File: config.mk
export PLATFORM = sky130hd
export DESIGN_NAME = cache_port_arbiter
export DESIGN_NICKNAME = d
export VERILOG_FILES = /design/src/rtl/cache_port_arbiter.sv
export SDC_FILE = /design/constraint.sdc
export NUM_CORES = 1
export LEC_CHECK = 0
export ABC_AREA = 1
export CORE_UTILIZATION = 37
export DETAILED_ROUTE_END_ITERATION = 10
export GPL_ROUTABILITY_DRIVEN = 0
export GPL_TIMING_DRIVEN = 0
export PLACE_DENSITY = 0.81
export RECOVER_POWER = 50
export SLEW_MARGIN = 40
export SYNTH_ARGS = -nofsm -noshare
export SYNTH_HDL_FRONTEND = slang
export SYNTH_SLANG_ARGS = --single-unit
File: constraint.sdc
create_clock -name clk -period 1.35 [get_ports clk]
set_input_delay 0.27 -clock clk [delete_from_list [all_inputs] [get_ports clk]]
set_output_delay 0.27 -clock clk [all_outputs]
set_load 0.01 [all_outputs]
File: src/rtl/cache_port_arbiter.sv
// Shares one cache controller port between fetch (I) and memory-stage (D) requesters; D wins unless I has waited STARVE_LIMIT grants.
// Hit latency: grant at request edge, one ACCESS cycle, done/rdata the cycle after; accesses abort after TIMEOUT busy cycles.
module cache_port_arbiter #(
    parameter int STARVE_LIMIT = 3,
    parameter int TIMEOUT      = 63
) (
    input  logic        clk,
    input  logic        rst,
    input  logic        if_req,
    input  logic [31:0] if_addr,
    output logic [31:0] if_rdata,
    output logic        if_done,
    output logic        if_stall,
    input  logic        mem_req,
    input  logic        mem_we,
    input  logic [31:0] mem_addr,
    input  logic [31:0] mem_wdata,
    output logic [31:0] mem_rdata,
    output logic        mem_done,
    output logic        mem_stall,
    output logic        cc_req,
    output logic [31:0] cc_addr,
    output logic [31:0] cc_data,
    output logic        cc_mode,
    input  logic [31:0] cc_rdata,
    input  logic        cc_wait,
    output logic        timeout_err
);

    localparam int STARVE_W = $clog2(STARVE_LIMIT + 1);
    localparam int WAIT_W   = $clog2(TIMEOUT + 1);

    typedef enum logic {IDLE, ACCESS} state_t;

    state_t              state;
    logic                grantI;
    logic [STARVE_W-1:0] starveCnt;
    logic [WAIT_W-1:0]   waitCnt;
    logic                grantD;
    logic                finish;

    assign grantD = mem_req && (!if_req || (starveCnt < STARVE_W'(STARVE_LIMIT)));
    // Access ends on a hit or when the busy budget is exhausted this cycle.
    assign finish = !cc_wait || (waitCnt == WAIT_W'(TIMEOUT - 1));

    assign if_stall  = if_req & ~if_done;
    assign mem_stall = mem_req & ~mem_done;

    always_ff @(posedge clk or negedge rst) begin
        if (!rst) begin
            state       <= IDLE;
            grantI      <= 1'b0;
            starveCnt   <= '0;
            waitCnt     <= '0;
            cc_req      <= 1'b0;
            cc_addr     <= '0;
            cc_data     <= '0;
            cc_mode     <= 1'b0;
            if_rdata    <= '0;
            mem_rdata   <= '0;
            if_done     <= 1'b0;
            mem_done    <= 1'b0;
            timeout_err <= 1'b0;
        end else begin
            if_done  <= 1'b0;
            mem_done <= 1'b0;
            case (state)
                IDLE: begin
                    if (grantD) begin
                        state   <= ACCESS;
                        grantI  <= 1'b0;
                        cc_req  <= 1'b1;
                        cc_addr <= mem_addr;
                        cc_data <= mem_wdata;
                        cc_mode <= mem_we;
                        waitCnt <= '0;
                        if (if_req) begin
                            starveCnt <= starveCnt + 1'b1;
                        end
                    end else if (if_req) begin
                        state     <= ACCESS;
                        grantI    <= 1'b1;
                        cc_req    <= 1'b1;
                        cc_addr   <= if_addr;
                        cc_mode   <= 1'b0;
                        waitCnt   <= '0;
                        starveCnt <= '0;
                    end
                end
                ACCESS: begin
                    if (finish) begin
                        state  <= IDLE;
                        cc_req <= 1'b0;
                        if (grantI) begin
                            if_done <= 1'b1;
                        end else begin
                            mem_done <= 1'b1;
                        end
                        // An aborted access returns no data to either port.
                        if (cc_wait) begin
                            timeout_err <= 1'b1;
                        end else if (grantI) begin
                            if_rdata <= cc_rdata;
                        end else if (!cc_mode) begin
                            mem_rdata <= cc_rdata;
                        end
                    end else begin
                        waitCnt <= waitCnt + 1'b1;
                    end
                end
                default: state <= IDLE;
            endcase
        end
    end

endmodule

==> metrics.txt <==
# TYPE chip_impl_metric gauge
chip_impl_info{name="status",value="finished with violations"} 1
chip_impl_info{name="failed_checks",value="negative setup slack"} 1
chip_impl_metric{name="ff_latch_count_synth",unit=""} 143
chip_impl_metric{name="number_of_nets_still_failing_antenna_checks_after_routing",unit=""} 0
chip_impl_metric{name="synth.lib_cells_used.distinct",unit=""} 23
chip_impl_info{name="rsz0062_at_grt",value="true"} 1
chip_impl_metric{name="drt_pass1_iterations",unit=""} 5
chip_impl_metric{name="area.growth.synth_to_final",unit="%"} 84.6
chip_impl_metric{name="detail_route.iter0.violations",unit=""} 266
chip_impl_metric{name="max-cap-violations",unit=""} 0
chip_impl_metric{name="finalPower",unit="µW"} 20300
chip_impl_metric{name="final.setup.worst_slack",unit="ps"} -220
chip_impl_info{name="post-synth-top-area-cell",value="dfrtp_1"} 1
chip_impl_metric{name="tritoncts.num_buffers",unit=""} 17
chip_impl_metric{name="gr-usage-met1",unit=""} 0.257
chip_impl_metric{name="initial_core_util",unit=""} 0.380
chip_impl_metric{name="placed_standard_cell_area",unit="µm²"} 8780
chip_impl_info{name="mostFrequentLayoutCell",value="dfrtp_1"} 1
chip_impl_metric{name="worstPathMaxFanout",unit=""} 10
chip_impl_metric{name="met2_usage_grt",unit=""} 0.396
chip_impl_metric{name="irDropWorstVdd",unit="V"} 0.00114
chip_impl_info{name="synth_area_leaders",value="dfrtp_1, nand2_1, o21ai_0, o21ai_1, inv_1"} 1
chip_impl_info{name="critPathLaunchType",value="flip-flop"} 1
chip_impl_metric{name="wl_per_cell",unit="µm"} 16.9
chip_impl_metric{name="synth_area",unit="µm²"} 5800
chip_impl_info{name="grt-busiest-layer",value="met2"} 1
chip_impl_info{name="cts_tree",value="done"} 1
chip_impl_metric{name="num_vias",unit=""} 5759
chip_impl_metric{name="drt_wl_total",unit="µm"} 20300
chip_impl_metric{name="met3_usage_in_global_routing",unit=""} 0.0858
chip_impl_metric{name="synth_seq_area_share",unit=""} 0.617
chip_impl_metric{name="fin_crit_sh",unit=""} 1.16
chip_impl_metric{name="clk_transition_reported_paths",unit="ps"} 70
chip_impl_metric{name="detail_route.drc_violations",unit=""} 0
chip_impl_metric{name="floorplan.die_area",unit="µm²"} 16200
chip_impl_metric{name="maximum_count_of_clock_buffers_along_a_single_path",unit=""} 2
chip_impl_metric{name="power.static_leakage",unit="µW"} 0.00496
chip_impl_metric{name="design_area",unit="µm²"} 10700
chip_impl_info{name="path_class",value="flip-flop to flip-flop"} 1
chip_impl_metric{name="clock_sink_count",unit=""} 143
chip_impl_metric{name="post_route_cells_drive_above_1_share",unit=""} 0.313
chip_impl_metric{name="via_per_inst",unit=""} 4.78
chip_impl_metric{name="grt_remaining_overflow",unit=""} 0
chip_impl_metric{name="max-slew-margin-rel",unit=""} 0.635
chip_impl_metric{name="num-fill-cells",unit=""} 1107
chip_impl_metric{name="worst_ep_arrival_time",unit="ps"} 1870
chip_impl_info{name="cts_root_buffer",value="clkbuf_16"} 1
chip_impl_metric{name="htree_num_levels",unit=""} 4
chip_impl_metric{name="die_w",unit="µm"} 127
chip_impl_metric{name="first_global_vias",unit=""} 5502
chip_impl_metric{name="synth_cells",unit=""} 640
chip_impl_metric{name="detailed_place_hpwl",unit="µm"} 12400
chip_impl_metric{name="final-hold-violation-count",unit=""} 0
chip_impl_metric{name="grt_max_degree",unit=""} 73
chip_impl_metric{name="achievable-frequency",unit="MHz"} 637
chip_impl_metric{name="grt_util_all_layers",unit=""} 0.228
chip_impl_metric{name="synth_top_cell_area_share",unit=""} 0.617
chip_impl_metric{name="finish.net_count",unit=""} 1117
chip_impl_metric{name="number_of_antenna_violations_at_the_first_check_in_global_routing",unit=""} 1
chip_impl_metric{name="grt_first_pass_wirelength",unit="µm"} 28500
chip_impl_metric{name="p_per_area",unit="nW/µm²"} 1900
chip_impl_metric{name="worstPathRequired",unit="ps"} 1640
chip_impl_metric{name="skew_final",unit="ps"} 11.5
chip_impl_metric{name="die_height",unit="µm"} 127
chip_impl_metric{name="core_area",unit="µm²"} 15300
chip_impl_metric{name="io_buffer_count",unit=""} 268
chip_impl_metric{name="clk-insertion-delay-late",unit="ps"} 420
chip_impl_metric{name="finalMaxSlewViolations",unit=""} 0
chip_impl_metric{name="post_synth.cell_area_avg",unit="µm²"} 9.06
chip_impl_metric{name="pin_count",unit=""} 269
chip_impl_metric{name="antennaDiodeCount",unit=""} 0
chip_impl_info{name="min-delay-path-class",value="input port to flip-flop"} 1
chip_impl_info{name="worstSetupEndpointType",value="flip-flop"} 1
chip_impl_metric{name="min_period",unit="ps"} 1570
chip_impl_metric{name="syn_nets",unit=""} 777
chip_impl_metric{name="final-setup-viol-count",unit=""} 130
chip_impl_info{name="most-common-layout-cells",value="dfrtp_1, nand2_1, clkdlybuf4s50_1, clkdlybuf4s15_1, nand2_2"} 1
chip_impl_metric{name="worst-slew-pin-transition",unit="ps"} 547
chip_impl_metric{name="std_cell_rows",unit=""} 45
chip_impl_metric{name="number_of_warning_messages_in_the_yosys_log",unit=""} 0
## flip-flops by register name (all words and copies together), names as in the netlist
signal and flops:
cc_addr 32, cc_data 32, if_rdata 32, mem_rdata 32, waitCnt 6, starveCnt 2
cc_mode 1, cc_req 1, grantI 1, if_done 1, mem_done 1, state 1
timeout_err 1
## routing by layer
metal / vias to the layer above / wire (µm)
li1: 2729 / -
met1: 2760 / 7620
met2: 224 / 10500
met3: 44 / 1720
met4: 2 / 465
met5: - / 11
## layout make-up
type                       count  area [µm²]  area share
buffer                        32         410      0.0384
timing repair buffer         318        3090       0.289
tap                          211         264      0.0247
sequential                   143        3580       0.335
inverter                      49         200      0.0187
multi-input combinational    419        2550       0.239
clock buffer                  19         433      0.0405
clock inverter                13         164      0.0153
## per-stage QoR
stage               instances  hold WS (ps)  setup slack [ps]  TNS (ps)  utilization
detailed placement       1120           271              -560    -59350        0.576
global placement         1119           453             -5800   -883160        0.573
floorplan                 640         -25.6             -24.9      -748            -
CTS                      1180           370              -207     -8690        0.658
finish                   1204           334              -220    -13420        0.701
global route             1204           353              -274    -22240        0.701
## cell usage after synthesis
cell      count
xor2_1        1
o21ai_1      44
ha_1          3
a21oi_1       1
nand3_4       1
buf_6         4
nand2_1     220
buf_2        16
dfrtp_1     143
inv_1        44
nand2_2       1
o21bai_1      2
clkbuf_1      9
nor2_1       39
nor2_8        1
buf_4         3
o21ai_0      87
a21oi_4       2
inv_2         5
nor2_4        1
nand3_1      11
xnor2_1       1
nand4_1       1
## path summary, 6_finish.rpt
check / start / to / slack, ps / cells past startpoint
setup / recovery: starveCnt[0] / cc_addr[9] / -220 / 8
max in group asynchronous: rst / cc_data[18] / 160 / 3
min in group asynchronous: rst / mem_rdata[14] / 400 / 2
hold / removal: if_req / starveCnt[1] / 330 / 4
hold reg to reg: cc_data[16] / cc_data[16] / 470 / 2
setup reg to reg: starveCnt[0] / cc_addr[9] / -220 / 8
## cells by family (layout without fill, tap and decap cells)
| logic type | count (synthesis) | count (layout) | synth area share |
|---|---|---|---|
| adders and majority gates | 3 | 3 | 0.00648 |
| xor gates and xnor gates | 2 | 2 | 0.00302 |
| DFF | 143 | 143 | 0.617 |
| buffers and inverters | 81 | 431 | 0.0630 |
| AOI/OAI and AO/OA | 136 | 136 | 0.122 |
| and+or+nand+nor | 275 | 278 | 0.188 |
## timing repair
action | in CTS | in global routing
pin swaps | 25 | 25
hold buffers | 1 | 0
gates resized for setup | 421 | 301
hold endpoints to repair | 71 | 0
gates cloned | 7 | 14
setup endpoints to repair | 259 | 178
setup buffers | 20 | 14
## worst max-delay path, stage by stage, from the launching register on
cell and delay, ps:
dfrtp_1 390, ha_2 200, a21oi_4 210, inv_4 80
buf_12 130, buf_6 110, buf_12 140, nor2_2 100
o21ai_1 80
## where the power goes
part           internal, µW  switching, µW  leakage (µW)
Clock                  2910           1850      0.000287
Combinational          4040           4200       0.00291
Sequential             6050           1250       0.00177
(Power assumes the default switching activity.)
